`config.mk`:
```
export PLATFORM = sky130hd
export DESIGN_NAME = nx_stream_arbiter
export DESIGN_NICKNAME = d
export VERILOG_FILES = /design/src/rtl/nx_stream_arbiter.sv
export SDC_FILE = /design/constraint.sdc
export NUM_CORES = 1
export LEC_CHECK = 0
export CAP_MARGIN = 10
export CORE_AREA = 5 5 111 113
export CTS_BUF_LIST = sky130_fd_sc_hd__clkbuf_4
export DETAILED_ROUTE_END_ITERATION = 6
export DIE_AREA = 0 0 116 118
export PLACE_DENSITY = 0.75
export SLEW_MARGIN = 0
export SYNTH_ARGS = -nofsm -noshare
export SYNTH_HDL_FRONTEND = slang
export SYNTH_SLANG_ARGS = --single-unit
```
`constraint.sdc`:
```
create_clock -name clk_i -period 5.93 [get_ports clk_i]
set_clock_uncertainty 0.05 [all_clocks]
set_input_delay 1.186 -clock clk_i [delete_from_list [all_inputs] [get_ports clk_i]]
set_output_delay 1.186 -clock clk_i [all_outputs]
set_load 0.1 [all_outputs]
```
`src/rtl/nx_stream_arbiter.sv`:
```
`default_nettype none
// ============================================================================
// Module      : nx_stream_arbiter
// Description : Priority stream plus round-robin lanes onto one registered
//               outbound stream, with a bounded starvation guard.
// Revision    : 1.0 - initial release
// ============================================================================
module nx_stream_arbiter #(
    parameter  int STREAM_WIDTH = 32,
    parameter  int REQUESTERS   = 4,
    parameter  int STARVE_LIMIT = 8,
    localparam int LANE_WIDTH   = $clog2(REQUESTERS)
) (
    input  logic                               clk_i,
    input  logic                               rst_i,
    input  logic [STREAM_WIDTH-1:0]            prio_data_i,
    input  logic                               prio_valid_i,
    output logic                               prio_ready_o,
    input  logic [REQUESTERS*STREAM_WIDTH-1:0] req_data_i,
    input  logic [REQUESTERS-1:0]              req_valid_i,
    output logic [REQUESTERS-1:0]              req_ready_o,
    output logic [STREAM_WIDTH-1:0]            out_data_o,
    output logic                               out_prio_o,
    output logic [LANE_WIDTH-1:0]              out_lane_o,
    output logic                               out_valid_o,
    input  logic                               out_ready_i
);

    localparam logic [7:0]            c_starve_limit = 8'(STARVE_LIMIT);
    localparam logic [LANE_WIDTH:0]   c_req_count    = (LANE_WIDTH+1)'(REQUESTERS);
    localparam logic [LANE_WIDTH-1:0] c_last_lane    = LANE_WIDTH'(REQUESTERS-1);

    logic [STREAM_WIDTH-1:0]   r_out_data;
    logic                      r_out_prio;
    logic [LANE_WIDTH-1:0]     r_out_lane;
    logic                      r_out_valid;
    logic [LANE_WIDTH-1:0]     r_rr_ptr;
    logic [7:0]                r_starve_cnt;

    logic [STREAM_WIDTH-1:0]   w_lane_data [REQUESTERS];
    logic [2*REQUESTERS-1:0]   w_req_dbl;
    logic [REQUESTERS-1:0]     w_req_rot;
    logic                      w_lane_hit;
    logic [LANE_WIDTH-1:0]     w_lane_sel;
    logic [LANE_WIDTH:0]       w_lane_sum;
    logic [LANE_WIDTH-1:0]     w_rr_next;
    logic                      w_load;
    logic                      w_any_req;
    logic                      w_prio_first;
    logic                      w_grant_prio;
    logic                      w_grant_lane;

    genvar g;
    generate
        for (g = 0; g < REQUESTERS; g++) begin : g_lane_data
            assign w_lane_data[g] = req_data_i[g*STREAM_WIDTH +: STREAM_WIDTH];
        end
    endgenerate

    // Rotate the valids so the search always starts at bit 0 = rr_ptr.
    assign w_req_dbl = {req_valid_i, req_valid_i};
    assign w_req_rot = REQUESTERS'(w_req_dbl >> r_rr_ptr);

    always_comb begin
        w_lane_hit = 1'b0;
        w_lane_sel = '0;
        w_lane_sum = '0;
        for (int i = 0; i < REQUESTERS; i++) begin
            if (!w_lane_hit && w_req_rot[i]) begin
                w_lane_hit = 1'b1;
                w_lane_sum = {1'b0, r_rr_ptr} + (LANE_WIDTH+1)'(i);
                if (w_lane_sum >= c_req_count) begin
                    w_lane_sel = LANE_WIDTH'(w_lane_sum - c_req_count);
                end else begin
                    w_lane_sel = LANE_WIDTH'(w_lane_sum);
                end
            end
        end
    end

    assign w_load       = !r_out_valid || out_ready_i;
    assign w_any_req    = |req_valid_i;
    assign w_prio_first = prio_valid_i && (r_starve_cnt < c_starve_limit);
    assign w_grant_prio = w_load && (w_prio_first || (!w_lane_hit && prio_valid_i));
    assign w_grant_lane = w_load && w_lane_hit && !w_prio_first;
    assign w_rr_next    = (w_lane_sel == c_last_lane) ? '0 : w_lane_sel + LANE_WIDTH'(1);

    assign prio_ready_o = !rst_i && w_grant_prio;
    assign req_ready_o  = (!rst_i && w_grant_lane) ? (REQUESTERS'(1) << w_lane_sel) : '0;

    always_ff @(posedge clk_i or posedge rst_i) begin
        if (rst_i) begin
            r_out_data   <= '0;
            r_out_prio   <= 1'b0;
            r_out_lane   <= '0;
            r_out_valid  <= 1'b0;
            r_rr_ptr     <= '0;
            r_starve_cnt <= '0;
        end else begin
            if (w_load) begin
                r_out_valid <= w_grant_prio || w_grant_lane;
                if (w_grant_prio) begin
                    r_out_data <= prio_data_i;
                    r_out_prio <= 1'b1;
                    r_out_lane <= '0;
                end else if (w_grant_lane) begin
                    r_out_data <= w_lane_data[w_lane_sel];
                    r_out_prio <= 1'b0;
                    r_out_lane <= w_lane_sel;
                    r_rr_ptr   <= w_rr_next;
                end
            end
            // Only priority wins taken while a lane is waiting count toward the guard.
            if (!w_any_req || w_grant_lane) begin
                r_starve_cnt <= '0;
            end else if (w_grant_prio && (r_starve_cnt < c_starve_limit)) begin
                r_starve_cnt <= r_starve_cnt + 8'd1;
            end
        end
    end

    assign out_data_o  = r_out_data;
    assign out_prio_o  = r_out_prio;
    assign out_lane_o  = r_out_lane;
    assign out_valid_o = r_out_valid;

endmodule
`default_nettype wire
```
== After elaboration in Yosys (flattened, before gate mapping) ==
Index checks and enable logic that the tools add are counted.
Cells by class
  $add $sub $neg: 9
  mux-type cells: 25
  bitwise operators: 2
  $lt $le $gt $ge: 6
  equality and inequality tests: 1
  shift-type cells: 2
  reductions and logical operators: 28
Operators by type and width (count)
  two-way mux 32 bit: 4
  binary-select mux 32 bit (select 2 bit): 1
  two-way mux 2 bit: 11
  two-way mux 8 bit: 2
  greater-or-equal comparator 3 bit, second input constant: 4
  logical AND 1 bit: 11
  adder 8 x 1 -> 8 bit, second input constant: 1
  zero test 1 bit: 8
  < comparator 8 x 4 -> 1 bit, second input constant: 1
  right shift 8 x 2 -> 4 bit: 1
  subtractor 2 x 1 -> 2 bit, second input constant: 4
  adder 2 x 2 -> 3 bit, second input constant: 2
  two-way mux 1 bit: 6
  logical OR 1 bit: 4
  two-way mux 4 bit: 1
  nonzero test 2 bit: 2
  OR reduction 4 bit: 1
  left shift 1 x 2 -> 4 bit, first input constant: 1
  adder 2 x 1 -> 3 bit, second input constant: 1
  greater-or-equal comparator 2 x 3 -> 1 bit, second input constant: 1
  NOT 2 -> 3 bit: 1
  AND reduction 3 bit: 1
  adder 2 x 1 -> 2 bit, second input constant: 1
  equality test 2 bit, second input constant: 1
  other kinds (2): 2
Storage, ports and cells
  bits in registers: 46
  word-level logic and storage cells: 79
  bits of input ports: 168
  output and inout bits: 41

== Logic depth before layout (Yosys ltp) ==
  depth in word-level cells: 18
  gate-level depth with buffers: 9

== Worst setup path before layout ==
OpenSTA, ideal clock, no wires.
  kind: input to output
  start point: input req_valid_i[1]
  end point: output req_ready_o[0]
  arrival: 4706 ps
  cell stages on the path: 8
  path slack: -12 ps
  cell sequence: or2_2 -> and4_1 -> clkbuf_1 -> buf_2 -> or2_2 -> inv_1 -> ha_1 -> nor3b_1
On the way
  longest elaborated chain between the ends: 15
  elaborated cells on any way between the ends: 20
  those cells by class: shift (2); mux (9); reduce/logical (9)
Ends and longest elaborated chain
  start: declaration: line 20  | input logic [REQUESTERS-1:0] req_valid_i,
  right shift 8 x 2 -> 4 bit *: line 62  | assign w_req_rot = REQUESTERS'(w_req_dbl >> r_rr_ptr);
  two-way mux 1 bit: line 69  | if (!w_lane_hit && w_req_rot[i]) begin
  zero test 1 bit: line 69
  logical AND 1 bit: line 69
  two-way mux 1 bit: line 69
  zero test 1 bit: line 69
  logical AND 1 bit: line 69
  two-way mux 1 bit: line 69
  zero test 1 bit: line 69
  logical AND 1 bit: line 69
  two-way mux 1 bit: line 69
  logical AND 1 bit (2 in series): line 85  | assign w_grant_lane = w_load && w_lane_hit && !w_prio_first;
  logical AND 1 bit: line 89  | assign req_ready_o = (!rst_i && w_grant_lane) ? (REQUESTERS'(1) << w_lane_sel) : '0;
  two-way mux 4 bit *: line 89
  end: declaration: line 21  | output logic [REQUESTERS-1:0] req_ready_o,
Mark *: on every way between the ends. The rest lies on a longest branch, timed or not.

== Worst setup path after layout ==
  start point: input req_valid_i[0]
  end point: output req_ready_o[0]
Same word-level chain as after synthesis.

==> summary.txt <==
Status -> complete, no violations
Crit-path max FO -> 18
Drt first pass iters -> 5
Switch share -> 0.569
Pins Over Slew Limit -> 0
Clock root buffer -> clkbuf_4
Number of max-cap violations -> 0
Via/cell ratio -> 6.02
RSZ-0062 raised after global routing -> false
Clock power frac -> 0.074
Clk buf depth -> 2
Overflow after GRT -> 0
Largest net degree at the start of global routing -> 97
Asr flop ratio synth -> 1.00
Final setup fails -> 0
Later-pin clock latency in the skew report -> 390 ps
Mapped Area -> 0.00414 sq mm
Synthesized net count -> 669
Setup TNS -> 0 ps
P&R area growth vs syn -> 53.6%
Logic pwr share -> 0.737
YS warnings -> 0
Power per Cell Area -> 364 mW/mm^2
Starting Density -> 0.369
DRC violation total after the first TritonRoute iteration -> 406
Die ar. -> 0.0137 sq mm
Sequential share of the synthesized area -> 0.278
# DRC -> 0
Peak Freq -> 196 MHz
Share of cells above drive strength 1 -> 0.0669
Wirelength per Cell -> 20.8 microns
CTS tree -> built
I/O Buffers -> 208
Final worst slack -> 820 ps
Final core utilization -> 0.567
Cells after Synth -> 496
Switching power total -> 1.32 mW
FF+latch count, synth -> 46
Routed wire length -> 16,600 microns
Min Clock Period, post-route -> 5110 ps
Worst slack, placed -> 788 ps
Syn Area/Cell -> 8.35 sq um
Max VDD drop -> 0.223 mV
Chip width -> 116 microns
Reg clk slew, reported paths -> 150 ps
Register share of total power -> 0.189
Cts hold-fix bufs -> 0
Critical Path AT -> 3870 ps
Cell-internal power -> 0.998 mW
Fin crit share -> 0.862
Global-route wire length before repair -> 25,900 microns
I/O Pins -> 209
LEAKAGE -> 2.23 nW
CTS buffer count -> 5
Postcts setup bufs -> 0
H-tree depth -> 2
Critical Path Start Type -> input pin
Hpwl dp -> 11,800 microns
WP data required -> 4690 ps
Core Rows -> 39
CTS resizes -> 0
Slew @ Worst Pin -> 1170 ps
Crit. End Element -> primary output
Cell Area, Placed -> 0.00630 sq mm
Die Span Y -> 118 microns
Vias in the first global route -> 4,916
CORE AREA -> 0.0112 sq mm
Slew headroom -> 0.220
Vias post-DR -> 4,829
Total GRT Usage -> 0.234
# clock sinks -> 46
Number of synthesized flops with an enable pin -> 0
Final instance area -> 0.00636 sq mm
Worst min path class -> reg -> reg
Final RePlAce weighted congestion -> 0.849
Initial antenna violation count -> 1
Final Hold Fails -> 0
Top_reg_cell synth -> dfrtp_1
Crit path kind -> in -> out
Routed Antenna Nets -> 0
Synth cell types -> 41
Total Nets Final -> 830
[power by group through the flow]
stage          combinational (mW)  clock, mW  sequential [mW]
4_1_cts                      1.71      0.176            0.439
5_1_grt                      1.81      0.188            0.450
2_1_floorplan               0.737          0            0.951
6_report                     1.71      0.170            0.439
3_3_place_gp                 1.68          0            0.442
3_5_place_dp                 1.70          0            0.446
[Yosys cell counts, types with 2 or more instances]
| cell | instances | area (sq um) |
|---|---|---|
| nor3b_1 | 68 | 510 |
| dfrtp_1 | 46 | 1150 |
| clkbuf_1 | 39 | 146 |
| nor2b_1 | 34 | 213 |
| nand3_1 | 33 | 165 |
| a22oi_1 | 32 | 240 |
| nand4_1 | 32 | 200 |
| o21a_1 | 32 | 240 |
| o221ai_1 | 32 | 280 |
| o32ai_1 | 32 | 280 |
| o21ai_1 | 28 | 140 |
| buf_2 | 20 | 100 |
| nand2_1 | 10 | 37.5 |
| and2_1 | 5 | 31.3 |
| ha_1 | 5 | 62.6 |
| nand2b_1 | 5 | 31.3 |
| nor2_1 | 5 | 18.8 |
| o21ai_0 | 5 | 25.0 |
| buf_6 | 3 | 33.8 |
| inv_1 | 3 | 11.3 |
| o21ai_2 | 3 | 26.3 |
| a21oi_1 | 2 | 10.0 |
| buf_1 | 2 | 7.51 |
| clkbuf_2 | 2 | 10.0 |
| or2_2 | 2 | 12.5 |
[critical path: stages]
cell	delay [ps]
clkdlybuf4s50_1	490
nand2b_1	560
a21oi_4	120
nor2_1	220
clkinv_1	530
ha_1	410
nor3b_2	180
buf_12	170
[state kept, by name (all words and copies together), names as in the netlist]
name and flops:
out_valid_o 1, out_data_o 32, r_starve_cnt 8, r_rr_ptr 2, out_lane_o 2, out_prio_o 1
[final timing paths]
check | slack [ps] | to | startpoint | cells after the start
min in group asynchronous | 1350 | out_data_o[3] | rst_i | 3
setup reg to reg | 2910 | out_data_o[4] | r_rr_ptr[0] | 6
hold reg to reg | 450 | out_prio_o | out_prio_o | 1
max in group asynchronous | 4030 | r_rr_ptr[1] | rst_i | 3
hold / removal | 450 | out_prio_o | out_prio_o | 1
setup / recovery | 820 | req_ready_o[0] | req_valid_i[0] | 8
[per-layer routing]
metal	routed length, microns	vias to the layer above	global-route usage
met5	0	-	0
met4	531	0	0.0906
met3	1160	35	0.0329
met2	8090	204	0.386
met1	6860	2322	0.305
li1	-	2268	-
[cell type report]
| cell class | count | area [sq um] |
|---|---|---|
| Sequential cell | 46 | 1150 |
| Multi-Input combinational cell | 380 | 2730 |
| Antenna cell | 1 | 2.50 |
| Clock inverter | 3 | 25.0 |
| Timing Repair Buffer | 220 | 2220 |
| Clock buffer | 5 | 37.5 |
| Inverter | 4 | 15.0 |
| Fill cell | 1029 | 4860 |
| Tap cell | 143 | 179 |
[cells by family (layout without fill, tap and decap cells)]
kind of cell / after synthesis / in the layout / synth area share
buffers and inverters: 70 / 232 / 0.0755
AOI/OAI and AO/OA: 170 / 170 / 0.311
and+or+nand+nor: 201 / 201 / 0.311
other: 0 / 1 / 0
xor gates and xnor gates: 2 / 2 / 0.00423
adders and majority gates: 5 / 5 / 0.0151
muxes: 2 / 2 / 0.00513
DFF: 46 / 46 / 0.278
[cell usage in the layout, fill, tap and decap left out, drive strengths merged, types with 3 or more instances in the layout]
cell type | netlist | layout
nand3 | 33 | 33
ha | 5 | 5
buf | 25 | 17
clkdlybuf4s50 | 0 | 203
o32ai | 32 | 32
dfrtp | 46 | 46
a22oi | 32 | 32
nor2b | 34 | 34
nand2b | 5 | 5
o21a | 32 | 32
a21oi | 3 | 3
o221ai | 32 | 32
o21ai | 36 | 36
clkbuf | 41 | 5
nor3b | 68 | 68
nand2 | 10 | 10
nor2 | 5 | 5
nand4 | 32 | 32
and2 | 5 | 5
inv | 3 | 4
[per-stage QoR]
step	cells	total power [mW]	hold slack (ps)
6_report	802	2.32	452
5_1_grt	802	2.45	494
4_1_cts	801	2.32	461
3_5_place_dp	793	2.15	422
3_3_place_gp	793	2.12	415
2_1_floorplan	496	1.69	405
(Power assumes the default switching activity.)
